==> src/rtl/trinity_mem_pkg.sv <==
// Shared constants for the trinity scratch memory bank: control-bus layout,
// command modes and FSM state encoding.
package trinity_mem_pkg;

    localparam int BUS_VALID_BIT = 7;
    localparam int BUS_EXEC_BIT  = 2;
    localparam int BUS_MODE_LSB  = 0;

    localparam logic [1:0] MODE_PASS  = 2'd0;
    localparam logic [1:0] MODE_READ  = 2'd1;
    localparam logic [1:0] MODE_SWAP  = 2'd2;
    localparam logic [1:0] MODE_CLEAR = 2'd3;

    typedef enum logic [0:0] {
        ST_IDLE  = 1'b0,
        ST_CLEAR = 1'b1
    } state_t;

endpackage

==> src/rtl/trinity_mem_parity.sv <==
// Even-parity generate for a written word and check for a stored word.
// Only instantiated when TRINITY_MEM_PARITY_EN is defined.
module trinity_mem_parity
    import trinity_mem_pkg::*;
#(
    parameter int DATA_W = 8
) (
    input  logic [DATA_W-1:0] i_wr_data,
    input  logic [DATA_W-1:0] i_rd_data,
    input  logic              i_rd_par,
    output logic              o_wr_par,
    output logic              o_err
);

    assign o_wr_par = ^i_wr_data;
    assign o_err    = (^i_rd_data) != i_rd_par;

endmodule

==> src/rtl/trinity_mem_bank.sv <==
// Scratch register bank with PASS/READ/SWAP commands and a multi-cycle CLEAR sweep.
// Optional per-entry parity protection is enabled by defining TRINITY_MEM_PARITY_EN.
module trinity_mem_bank
    import trinity_mem_pkg::*;
#(
    parameter  int DATA_W = 8,
    parameter  int DEPTH  = 8,
    localparam int AW     = $clog2(DEPTH)
) (
    input  logic              sys_clk,
    input  logic              sys_rst_n,
    input  logic [7:0]        bus_in,
    input  logic [AW-1:0]     addr_in,
    input  logic [DATA_W-1:0] data_in,
    output logic [DATA_W-1:0] data_out,
    output logic              out_valid,
    output logic              busy,
    output logic              par_err
);

    localparam logic [AW-1:0] LAST_PTR = AW'(DEPTH - 1);

    logic [DATA_W-1:0] r_mem [DEPTH];
    state_t            r_state;
    logic [AW-1:0]     r_ptr;
    logic [DATA_W-1:0] r_data_out;
    logic              r_out_valid;

    logic              w_accept;
    logic [1:0]        w_mode;
    logic [DATA_W-1:0] w_rd_word;
    logic              w_unused_rsvd;

    assign w_mode        = bus_in[BUS_MODE_LSB +: 2];
    assign w_accept      = bus_in[BUS_VALID_BIT] && bus_in[BUS_EXEC_BIT] && (r_state == ST_IDLE);
    assign w_rd_word     = r_mem[addr_in];
    assign w_unused_rsvd = &{1'b0, bus_in[6:3]};

    assign busy      = (r_state == ST_CLEAR);
    assign data_out  = r_data_out;
    assign out_valid = r_out_valid;

    // The sweep owns the write port while busy, so SWAP cannot collide with it.
    always_ff @(posedge sys_clk or negedge sys_rst_n) begin
        if (!sys_rst_n) begin
            for (int i = 0; i < DEPTH; i++) r_mem[i] <= '0;
        end else if (r_state == ST_CLEAR) begin
            r_mem[r_ptr] <= '0;
        end else if (w_accept && (w_mode == MODE_SWAP)) begin
            r_mem[addr_in] <= data_in;
        end
    end

    always_ff @(posedge sys_clk or negedge sys_rst_n) begin
        if (!sys_rst_n) begin
            r_state     <= ST_IDLE;
            r_ptr       <= '0;
            r_data_out  <= '0;
            r_out_valid <= 1'b0;
        end else begin
            r_out_valid <= 1'b0;
            case (r_state)
                ST_IDLE: begin
                    if (w_accept) begin
                        case (w_mode)
                            MODE_PASS: begin
                                r_data_out  <= data_in;
                                r_out_valid <= 1'b1;
                            end
                            MODE_READ, MODE_SWAP: begin
                                r_data_out  <= w_rd_word;
                                r_out_valid <= 1'b1;
                            end
                            default: begin
                                r_state <= ST_CLEAR;
                                r_ptr   <= '0;
                            end
                        endcase
                    end
                end
                ST_CLEAR: begin
                    r_ptr <= r_ptr + 1'b1;
                    if (r_ptr == LAST_PTR) begin
                        r_state     <= ST_IDLE;
                        r_ptr       <= '0;
                        r_data_out  <= '0;
                        r_out_valid <= 1'b1;
                    end
                end
                default: begin
                    r_state <= ST_IDLE;
                    r_ptr   <= '0;
                end
            endcase
        end
    end

`ifdef TRINITY_MEM_PARITY_EN
    logic r_par [DEPTH];
    logic r_par_err;
    logic w_wr_par;
    logic w_par_mismatch;

    trinity_mem_parity #(
        .DATA_W (DATA_W)
    ) u_parity (
        .i_wr_data (data_in),
        .i_rd_data (w_rd_word),
        .i_rd_par  (r_par[addr_in]),
        .o_wr_par  (w_wr_par),
        .o_err     (w_par_mismatch)
    );

    always_ff @(posedge sys_clk or negedge sys_rst_n) begin
        if (!sys_rst_n) begin
            for (int i = 0; i < DEPTH; i++) r_par[i] <= 1'b0;
        end else if (r_state == ST_CLEAR) begin
            r_par[r_ptr] <= 1'b0;
        end else if (w_accept && (w_mode == MODE_SWAP)) begin
            r_par[addr_in] <= w_wr_par;
        end
    end

    // Sticky until reset; the data is still returned on a mismatch.
    always_ff @(posedge sys_clk or negedge sys_rst_n) begin
        if (!sys_rst_n) begin
            r_par_err <= 1'b0;
        end else if (w_accept && ((w_mode == MODE_READ) || (w_mode == MODE_SWAP)) && w_par_mismatch) begin
            r_par_err <= 1'b1;
        end
    end

    assign par_err = r_par_err;
`else
    assign par_err = 1'b0;
`endif

endmodule

==> config.mk <==
export PLATFORM = sky130hd
export DESIGN_NAME = trinity_mem_bank
export DESIGN_NICKNAME = d
export VERILOG_FILES = /design/src/rtl/trinity_mem_pkg.sv /design/src/rtl/trinity_mem_parity.sv /design/src/rtl/trinity_mem_bank.sv
export SDC_FILE = /design/constraint.sdc
export NUM_CORES = 1
export LEC_CHECK = 0
export CAP_MARGIN = 25
export CORE_MARGIN = 3
export CORE_UTILIZATION = 62
export DETAILED_ROUTE_END_ITERATION = 8
export PLACE_DENSITY_LB_ADDON = 0.05
export RECOVER_POWER = 25
export SYNTH_ARGS = -nofsm -noshare
export SYNTH_HDL_FRONTEND = slang
export SYNTH_SLANG_ARGS = --single-unit
==> constraint.sdc <==
create_clock -name sys_clk -period 3.2 [get_ports sys_clk]
set_input_delay 0.48 -clock sys_clk [delete_from_list [all_inputs] [get_ports sys_clk]]
set_output_delay 0.48 -clock sys_clk [all_outputs]
set_load 0.02 [all_outputs]
Yosys cells after proc, flatten, opt, wreduce, memory -nomap -nowiden
Index checks and enable logic that the tools add are counted.

operators by class
  add/sub/neg operators = 1
  magnitude comparators = 4
  equal/unequal tests = 7
  muxes and demuxes = 26
  bitwise logic cells = 5
  reductions and logical operators = 11

operator list
  operator               count
  $mux W64               2
  $and A64 B64 Y64       1
  $bwmux W64             1
  $not A64 Y64           1
  $demux W8 S3           2
  $mux W8                6
  $pmux W8 S2            2
  $bmux W8 S3            1
  $mux W3                3
  $ge A4 B4 Y1 const B   2
  $lt A4 B1 Y1 const B   2
  $not A3 Y4             2
  $mux W1                6
  $pmux W3 S2            1
  $logic_and A1 B1 Y1    5
  $ne A2 B2 Y1 const B   2
  $pmux W1 S2            2
  $add A3 B1 Y3 const B  1
  $eq A3 B3 Y1 const B   1
  $ne A3 B1 Y1 const B   1
  $reduce_and A3 Y1      1
  $reduce_or A3 Y1       1
  $eq A2 B1 Y1 const B   1
  $eq A2 B2 Y1 const B   1
  6 further kinds        6

storage, ports and cells
  register bits after elaboration = 77
  bits of input ports = 21
  output and inout port bits = 11
  word-level logic and storage cells = 66

Logic depth before layout (Yosys ltp)
Gate-level depths: netlist (run 1).

  depth after elaboration = 8
  depth in mapped cells = 7
  gate-level depth less buffers = 6

Worst setup path before layout (run 1)
OpenSTA, ideal clock, no wires.

  path type = input-to-reg
  start point = input bus_in[0]
  end point = register r_data_out[3] (netlist: data_out[3])
  library setup time = 0.080 ns
  data arrival time = 1.793 ns
  data required time = 3.120 ns
  path slack = 1.327 ns
  stages = 6
  buffers on the path = 0
  cell sequence = inv_1 ha_1 nor2_1 or2_1 or4_4 o211ai_2

on the way
  cells in the longest elaborated chain, start to end = 5
  elaborated cells between the ends (all ways) = 9
  those cells by class = eq/ne (3); mux (3); reduce/logical (3)

RTL lines
  element                                       line                    RTL
  from (decl)                                   trinity_mem_bank.sv:12  input logic [7:0] bus_in,
  $eq A2 B2 Y1 or $eq A2 B1 Y1 (tied branches)  trinity_mem_bank.sv:65  case (w_mode)
  $reduce_or A2 Y1                              --
  $pmux W8 S2                                   trinity_mem_bank.sv:65
  $mux W8                                       trinity_mem_bank.sv:64  if (w_accept) begin
  $pmux W8 S2                                   trinity_mem_bank.sv:62  case (r_state)
  to (signal assigned)                          trinity_mem_bank.sv:67  r_data_out <= data_in;
  to (signal assigned)                          trinity_mem_bank.sv:71  r_data_out <= w_rd_word;
  to (decl)                                     trinity_mem_bank.sv:26  logic [DATA_W-1:0] r_data_out;

Parallel ways exist; a longest one is shown, timed or not. The select of a mux whose other input is x is not followed.
A chain may end at the register's enable or synchronous reset.

==> results by group, run 1 <==
Run status
  • Run status: complete, but fails checks
  • Failing checks: max-capacitance violations, max-slew violations

Layout
  • Fin nets: slightly above 400
  • Register area: around 1900 um^2
  • Area of the multi-input gates: between 1500 and 2000 um^2
  • Area growth syn-to-layout: 11.4%
  • Fillers: roughly 440
  • N_diodes: 0
  • Ratio of cells with drive above 1 in the final layout: between 10% and 20%

Pwr
  • Logic gate share of total power: a little under a third
  • PD cells: ~700 nW/um^2
  • Switch Pwr: ~1.1 mW
  • LEAKAGE: 1.94 nW
  • Sequential share of power: around 50%
  • Sw Ratio: roughly 36%
  • Total power: slightly above 3 mW
  • Int Pwr: around 2 mW
  • Peak VDD IR: 0.415 mV
  • Clock share of power: a little over a fifth

GRT
  • Total grt overflow: 0
  • Vias in the first global route: roughly 3k
  • Pin count of the biggest net entering global routing: between 70 and 80
  • Antenna violations before repair: 0
  • Gr usage total: 28.0%
  • First-pass GRT wire length: 15.6 mm

Synth
  • Main flop type after synthesis: dfrtp_1
  • Yosys Warn Count: 0
  • Synth Register Bits: between 70 and 80
  • Syn Nets: between 300 and 400
  • Fraction of registers with async set/reset: 100%
  • Post-synthesis cell area: between 3000 and 4000 um^2
  • Distinct cells, synth: 49
  • Synthesized instance count: 365
  • Seq/Total Area, Yosys: about half
  • EDFF count, synth: 0
  • Post-synthesis area per instance: ~11 um^2

Setup path
  • Critical Path End Type: asynchronous set/reset pin
  • Worst reg2reg startpoint: busy
  • Cells along the critical path: dlygate4sd3_1 -> clkbuf_1 -> clkbuf_2
  • Slowest stage delay, CP: between 1000 and 1500 ps
  • Depth of the worst register-to-register path: 4
  • Crit Path Class: input port to asynchronous set/reset pin
  • Slowest-stage cell, CP: clkbuf_2
  • Crit path max fanout: 75
  • Setup crit end: r_mem[29]
  • Crit path from: sys_rst_n
  • Startpoint Class: input port
  • Reg2reg setup slack: between 1000 and 1500 ps
  • Crit path buffers/inverters: 3
  • CP delay by family, top: buffers and inverters
  • Crit path DAT: roughly 2600 ps
  • RR Endpoint: r_mem[56]
  • Critical Path RT: 3310 ps
  • Levels on crit path: 3

Clock network
  • Clk root buf: clkbuf_8
  • H-tree Lvls: 3
  • Clk buf depth: 2
  • Clk pin slew, worst setup/hold paths: around 70 ps
  • CTS resizes: 0
  • TritonCTS Buffers: 9
  • Clock sink count: 77
  • Clock latency on the worst-skew pair: approximately 350 ps
  • CTS tree: yes

Placement
  • Post-DP HPWL: around 6.3 mm
  • Port Buf Inserts: 26
  • Gpl congestion: about 0.86
  • Pre-CTS setup slack: between 500 and 600 ps

Floorplanning
  • I/O pins: 32
  • Core ar.: approximately 6000 um^2
  • Initial Util: about 65%
  • Die Ht: 85.3 um
  • DIE AREA: around 7300 um^2
  • Floorplan row count: 28
  • Die Width: 85.3 um

Timing
  • Clk_skew: approximately 6.1 ps
  • Max Fclk: 0.408 GHz
  • Hold Violations, Final: 0
  • Slew headroom: -22.5%
  • RSZ-0062 raised after global routing: no
  • Final TNS setup: 0 ps
  • Final setup fails: 0
  • Setup ws final: ~750 ps
  • Max Slew Vio Count: 76
  • Final period demand of the worst path: 2450 ps
  • Slew at the pin closest to its max-slew limit: 1840 ps
  • Fin crit share: 76.6%

Detailed routing
  • Routed WL per cell: around 20 um
  • Antenna-violating nets left: 0
  • Vias/cell: 6.51
  • Drt drc: 0
  • DRT Wirelength: between 9 and 10 mm
  • Initial DRC count: 333
  • First drt pass iteration count: 5
  • Detailed-route via count: between 3k and 4k

Min path
  • Worst Hold Class: input port to asynchronous set/reset pin

Run
  • Max-cap violation count: 1
-- how the worst min path moves through the flow --
stage                      startpoint     endpoint  slack (ps)
after CTS                   sys_rst_n    r_mem[63]         310
after detailed placement    r_mem[58]    r_mem[58]         480
after global routing        sys_rst_n    out_valid         480
after global placement    data_out[7]  data_out[7]         470
after floorplan             sys_rst_n         busy         180
final                       sys_rst_n  data_out[5]         460
-- sequential cells by signal, summed over array words and instances, names as in the netlist --
name,cells
out_valid,1
r_mem,64
busy,1
data_out,8
r_ptr,3
-- cell families after synthesis --
group,after synthesis,synth area share [%]
compound gates,115,20.9
fa+ha+maj,6,1.92
buf+inv,33,4.36
flops,77,49.4
mux,22,6.73
other cells,1,0.0961
simple gates,111,16.6
-- power groups by stage --
stage	registers [mW]	logic [mW]	clock network [mW]
floorplan	1.49	0.568	0
detailed placement	1.49	0.911	0
finish	1.48	0.918	0.639
CTS	1.48	0.918	0.650
global placement	1.48	0.885	0
global route	1.52	1.02	0.678
-- layout by cell type, fill, tap and decap left out, drive strengths merged, types with 4 or more instances in the layout --
cell,netlist,routed
inv,7,7
nor3b,4,4
a22o,40,40
ha,6,6
dfrtp,77,77
nor2b,6,6
clkbuf,12,12
nand3,6,6
a21oi,8,8
mux2i,15,15
buf,14,8
clkinv,0,4
nand3b,9,9
nand2,64,64
clkdlybuf4s50,0,24
nor2,6,6
mux2,4,4
a31oi,4,4
nor3,6,6
o21ai,45,45
-- per-stage QoR --
step	hold slack [ps]	util (%)	std cells	area, um^2
after floorplan	184	-	365	3900
after global placement	470	69.6	447	4170
after detailed placement	481	69.6	447	4170
after CTS	314	72.4	462	4340
after global routing	480	72.6	464	4350
final	459	72.6	464	4350
-- cells in the mapped netlist, drive strengths merged, types with 7 or more instances --
library cell	count	area [um^2]
inv	7	26.3
buf	14	88.8
dfrtp	77	1930
clkbuf	12	55.1
a22o	40	350
o21ai	45	225
a21oi	8	51.3
nand3b	9	67.6
mux2i	15	150
nand2	64	240
-- area by class of cell --
cell class | instances | share of cell area (%)
Clock buffer | 10 | 3.17
Clock inverter | 5 | 0.633
Inverter | 7 | 0.604
Multi-Input combinational cell | 255 | 41.5
Sequential cell | 77 | 44.3
Tap cell | 75 | 2.16
Timing Repair Buffer | 35 | 7.57
-- layer usage --
| metal | share of wire, % | routed length (um) | vias to the layer above | track usage [%] |
|---|---|---|---|---|
| li1 | - | - | 1375 | - |
| met1 | 45 | 4310 | 1509 | 40.6 |
| met2 | 46 | 4430 | 117 | 41.9 |
| met3 | 5.9 | 559 | 21 | 5.05 |
| met4 | 2.6 | 248 | 0 | 10.9 |
| met5 | 0 | 0 | - | 0 |
-- worst register-to-register path: stages (launching register included) --
cell and delay, ps:
dfrtp_1 570, nand4b_4 480, nor4_4 570, a21oi_2 200, a22o_1 240
-- what timing repair did --
item / CTS / global route
hold endpoints to repair: 0 / 2
setup endpoints to repair: 0 / 0
setup buffers: 0 / 0
hold buffers: 0 / 1
Note: power is estimated with default switching activity, not from simulation.
==> run 2: changes to the inputs <==
--- a/config.mk
+++ b/config.mk
@@ -7,7 +7,7 @@
 export LEC_CHECK = 0
 export CAP_MARGIN = 25
 export CORE_MARGIN = 3
-export CORE_UTILIZATION = 62
+export CORE_UTILIZATION = 58
 export DETAILED_ROUTE_END_ITERATION = 8
 export PLACE_DENSITY_LB_ADDON = 0.05
 export RECOVER_POWER = 25
==> constraint.sdc (replaced) <==
create_clock -name sys_clk -period 2.4 [get_ports sys_clk]
set_input_delay 0.36 -clock sys_clk [delete_from_list [all_inputs] [get_ports sys_clk]]
set_output_delay 0.36 -clock sys_clk [all_outputs]
set_load 0.02 [all_outputs]
==> results by group, run 2 (synthesized netlist as in run 1, its figures left out) <==
Run status
  • Run status: completed

Setup path
  • Crit path max fanout: 4
  • Crit path DAT: approximately 2100 ps
  • Slowest-stage cell, CP: a2111oi_0
  • Critical Path End Type: flip-flop
  • Crit-path most repeated cell: inv_1
  • Crit Path Class: input port to flip-flop
  • Slowest stage delay, CP: 620 ps
  • Critical Path RT: 2620 ps
  • Startpoint Class: input port
  • Cells along the critical path: clkdlybuf4s50_1 -> inv_1 -> ha_1 -> buf_4 -> inv_1 -> a2111oi_0 -> o21ai_1

Pwr
  • PD cells: a little over 900 nW/um^2
  • Peak VDD IR: around 0.62 mV
  • Total power: approximately 4.2 mW
  • LEAKAGE: 2.04 nW

Layout
  • Most common cell after layout, fill and taps aside: dfrtp_1
  • Fillers: about 500
  • Most frequent cells in the layout: dfrtp_1, nand2_1, a22o_1
  • Area growth syn-to-layout: 15.9%
  • Ratio of cells with drive above 1 in the final layout: ~16%
  • Final Instance Area: roughly 4500 um^2
  • Non-filler cells in the finished layout: between 400 and 500
  • Max reg flops: between 60 and 70
  • Fin nets: 429
  • Largest Register: r_mem
  • N_diodes: 0
  • Finished Core Util: roughly 70%

Floorplanning
  • Core ar.: between 6000 and 7000 um^2
  • Floorplan row count: 29
  • Initial Util: between 60% and 70%
  • Die Ht: 88.0 um
  • Die Width: 88.0 um
  • I/O pins: 32
  • DIE AREA: roughly 7700 um^2

Clock network
  • CTS tree: yes
  • Clk buf depth: 2
  • # Post-CTS Setup Buffers: 0
  • Clk pin slew, worst setup/hold paths: 90 ps
  • H-tree Lvls: 3
  • Clk root buf: clkbuf_8
  • Clock latency on the worst-skew pair: approximately 360 ps
  • TritonCTS Buffers: 9
  • Clock sink count: 77

Placement
  • Placed Instances: approximately 470
  • Gpl congestion: around 0.90
  • Pre-CTS setup slack: roughly 180 ps
  • Port Buf Inserts: 26
  • Placed Area: 4340 um^2
  • Post-DP HPWL: ~7 mm

Min path
  • Worst Hold Class: flip-flop to flip-flop

Run
  • Max-cap violation count: 0

Detailed routing
  • Vias/cell: between 6 and 7
  • DRT Wirelength: roughly 9.9 mm
  • Detailed-route via count: roughly 3k
  • Initial DRC count: ~240
  • Routed WL per cell: ~20 um
  • Antenna-violating nets left: 0
  • First drt pass iteration count: 4
  • Drt drc: 0

Timing
  • Clk_skew: 11.8 ps
  • Min Hold Slack: 489 ps
  • Final period demand of the worst path: 1920 ps
  • Fin crit share: about four fifths
  • Max Slew Vio Count: 0
  • Final TNS setup: 0 ps
  • Max Fclk: between 0.5 and 0.6 GHz
  • RSZ-0062 raised after global routing: no
  • Slew headroom: a little over two fifths
  • Setup ws final: between 400 and 500 ps
  • Hold Violations, Final: 0
  • Final setup fails: 0
  • Slew at the pin closest to its max-slew limit: between 800 and 900 ps

GRT
  • Total grt overflow: 0
  • Vias in the first global route: roughly 2.9k
  • Pin count of the biggest net entering global routing: 43
  • Gr usage total: between 20% and 30%
  • First-pass GRT wire length: roughly 16 mm
  • Antenna violations before repair: 1
==> run 2: cell types whose count changed in the layout (fill, tap and decap cells not counted) <==
cell | before | now
buf_4 | 6 | 21
clkinv_4 | 0 | 1
clkdlybuf4s50_1 | 24 | 23
buf_2 | 1 | 2
clkinvlp_4 | 1 | 2
clkbuf_1 | 1 | 0
inv_6 | 0 | 2
clkbuf_4 | 0 | 1
clkinv_2 | 4 | 0
clkbuf_8 | 10 | 9
buf_12 | 1 | 3
inv_8 | 0 | 2
==> run 2: layout make-up <==
class	instances	area, um^2	share of cell area [%]
clock buffers	9	124	2.74
clock inverters	7	63.8	1.41
inverters	7	26.3	0.581
multi-input cells	255	1810	39.9
flip-flops and latches	77	1930	42.6
well taps	77	96.3	2.13
repair buffers	52	480	10.6
==> run 2: final timing paths <==
path,start,to,slack [ps],depth (start not counted)
worst min register to register,data_out[2],data_out[2],490,2
worst max register to register,r_ptr[0],data_out[1],670,7
worst min-delay path,data_out[2],data_out[2],490,2
max in group asynchronous,sys_rst_n,r_mem[63],580,3
worst max-delay path,bus_in[0],data_out[4],480,7
min in group asynchronous,sys_rst_n,busy,640,2
==> run 2: per-layer routing <==
layer / up-vias / track usage [%] / wire length, um
li1: 1398 / - / -
met1: 1509 / 38.4 / 4570
met2: 118 / 41.8 / 4520
met3: 22 / 5.55 / 599
met4: 2 / 9.62 / 196
met5: - / 0 / 17
==> run 2: critical path: cells and delay by family <==
kind,cells,cell delay (ps)
AO/OA/AOI/OAI,2,730
adder cells (fa/ha/maj),1,290
buffers and inverters,4,760
==> run 2: what timing repair did <==
item | CTS | global route
hold endpoints to repair | 35 | 0
hold buffers | 1 | 0
gates resized for setup | 0 | 0
==> run 2: where the power goes <==
| part | switching, mW | internal, mW |
|---|---|---|
| Sequential | 0.268 | 1.68 |
| Combinational | 0.723 | 0.571 |
| Clock | 0.550 | 0.399 |
| Total | 1.54 | 2.65 |
==> run 3: changes to the inputs <==
--- a/config.mk
+++ b/config.mk
@@ -7,7 +7,7 @@
 export LEC_CHECK = 0
 export CAP_MARGIN = 25
 export CORE_MARGIN = 3
-export CORE_UTILIZATION = 58
+export CORE_UTILIZATION = 52
 export DETAILED_ROUTE_END_ITERATION = 8
 export PLACE_DENSITY_LB_ADDON = 0.05
 export RECOVER_POWER = 25
==> constraint.sdc (replaced) <==
create_clock -name sys_clk -period 1.65 [get_ports sys_clk]
set_input_delay 0.2475 -clock sys_clk [delete_from_list [all_inputs] [get_ports sys_clk]]
set_output_delay 0.2475 -clock sys_clk [all_outputs]
set_load 0.02 [all_outputs]
==> results by group, run 3 (synthesized netlist as in run 1, its figures left out) <==
Run status
  • Run status: completed

Detailed routing
  • DRT Wirelength: between 10 and 15 mm
  • Routed WL per cell: just under 20 um
  • Vias/cell: roughly 6.0
  • Drt drc: 0
  • Initial DRC count: around 220
  • Detailed-route via count: approximately 3.2k
  • First drt pass iteration count: 6
  • Antenna-violating nets left: 0

Layout
  • Largest Register: r_mem
  • Fin nets: approximately 460
  • Most frequent cells in the layout: dfrtp_1, nand2_1, buf_4
  • Finished Core Util: 69.2%
  • Area of the multi-input gates: between 1500 and 2000 um^2
  • Ratio of cells with drive above 1 in the final layout: 21.8%
  • N_diodes: 0
  • Register area: between 1500 and 2000 um^2
  • Fillers: 559
  • Max reg flops: 64
  • Area growth syn-to-layout: 24.5%
  • Most common cell after layout, fill and taps aside: dfrtp_1

Timing
  • Hold Violations, Final: 0
  • Final TNS setup: 0 ps
  • Max Slew Vio Count: 0
  • Fin crit share: between 90 and 100%
  • Final period demand of the worst path: about 1600 ps
  • Setup ws final: ~53 ps
  • Final setup fails: 0
  • Clk_skew: roughly 7.9 ps
  • RSZ-0062 raised after global routing: no
  • Slew headroom: between 20 and 30%
  • Max Fclk: approximately 0.63 GHz
  • Slew at the pin closest to its max-slew limit: roughly 1100 ps

GRT
  • Gr usage total: between 20% and 30%
  • Vias in the first global route: about 3.2k
  • Pin count of the biggest net entering global routing: 40
  • Total grt overflow: 0
  • Antenna violations before repair: 0
  • First-pass GRT wire length: 17.1 mm

Placement
  • Gpl congestion: 0.856
  • Port Buf Inserts: 26
  • Pre-CTS setup slack: -480 ps
  • Post-DP HPWL: between 7 and 8 mm

Clock network
  • Clk pin slew, worst setup/hold paths: ~80 ps
  • Clock latency on the worst-skew pair: about 350 ps
  • # Post-CTS Setup Buffers: 0
  • CTS tree: yes
  • Clk buf depth: 2
  • Clock sink count: between 70 and 80
  • H-tree Lvls: 3
  • Clk root buf: clkbuf_8
  • TritonCTS Buffers: 9

Floorplanning
  • Core ar.: ~7000 um^2
  • Die Ht: 92.6 um
  • DIE AREA: ~8600 um^2
  • Initial Util: 55.6%
  • Floorplan row count: 30
  • Die Width: 92.6 um
  • I/O pins: 32

Setup path
  • Cells along the critical path: clkdlybuf4s50_1
  • Startpoint Class: flip-flop
  • Slowest stage delay, CP: just over 600 ps
  • Critical Path RT: approximately 1400 ps
  • Crit Path Class: flip-flop to output pin
  • Critical Path End Type: output pin
  • Crit path max fanout: 3
  • CP delay by family, top: buffers and inverters
  • Crit path DAT: around 1400 ps
  • Crit path buffers/inverters: 1
  • Slowest-stage cell, CP: clkdlybuf4s50_1

Pwr
  • PD cells: ~1300 nW/um^2
  • Total power: about 6.5 mW
  • LEAKAGE: between 2 and 2.5 nW
  • Peak VDD IR: 0.731 mV

Run
  • Max-cap violation count: 0

Min path
  • Worst Hold Class: input port to flip-flop
[run 3: power breakdown]
part / internal, mW / leakage (nW) / switching [mW]
Sequential: 2.45 / 1.03 / 0.346
Combinational: 1.02 / 1.06 / 1.15
Clock: 0.877 / 0.108 / 0.672
Total: 4.34 / 2.21 / 2.16
[run 3: path summary, 6_finish.rpt]
| check | startpoint | endpoint | slack [ps] | cells after the start |
|---|---|---|---|---|
| worst min register to register | data_out[4] | data_out[4] | 490 | 2 |
| min in group asynchronous | sys_rst_n | data_out[3] | 620 | 2 |
| worst min-delay path | bus_in[0] | out_valid | 450 | 3 |
| max in group asynchronous | sys_rst_n | r_mem[25] | 280 | 3 |
| worst max register to register | r_ptr[0] | data_out[0] | 100 | 6 |
| worst max-delay path | data_out[0] | data_out[0] | 50 | 1 |
[run 3: layout make-up]
type	instances	area share, %
sequential	77	39.7
tap	96	2.47
multi-input combinational	255	37.5
clock buffer	10	2.83
inverter	7	0.541
timing repair buffer	79	15.5
clock inverter	4	1.52
[run 3: worst reg2reg max path, delay by kind of cell (launching register included)]
| family | cells | cell delay (ps) |
|---|---|---|
| flip-flops | 1 | 380 |
| adder cells (fa/ha/maj) | 2 | 360 |
| AND/OR/NAND/NOR | 1 | 90 |
| AO/OA/AOI/OAI | 3 | 590 |
[run 3: metrics by stage]
step                area (um^2)  hold slack (ps)  instances
floorplan                  3900            -48.1        365
global placement           4630              264        513
detailed placement         4630              262        513
CTS                        4860              430        528
global route               4860              479        528
finish                     4860              447        528
[run 3: what timing repair did]
item                                    in CTS  in global routing
hold buffers                                 1                  0
gates resized for setup                      6                  0
endpoints found under the setup margin       9                  0
hold endpoints to repair                    36                  0
[run 3: routing by layer]
layer / GRT usage (%) / vias up / routed length, um
met5: 0 / - / 0
met4: 7.20 / 0 / 144
met3: 7.31 / 20 / 848
met2: 40.7 / 143 / 4810
met1: 35.9 / 1525 / 4520
li1: - / 1467 / -
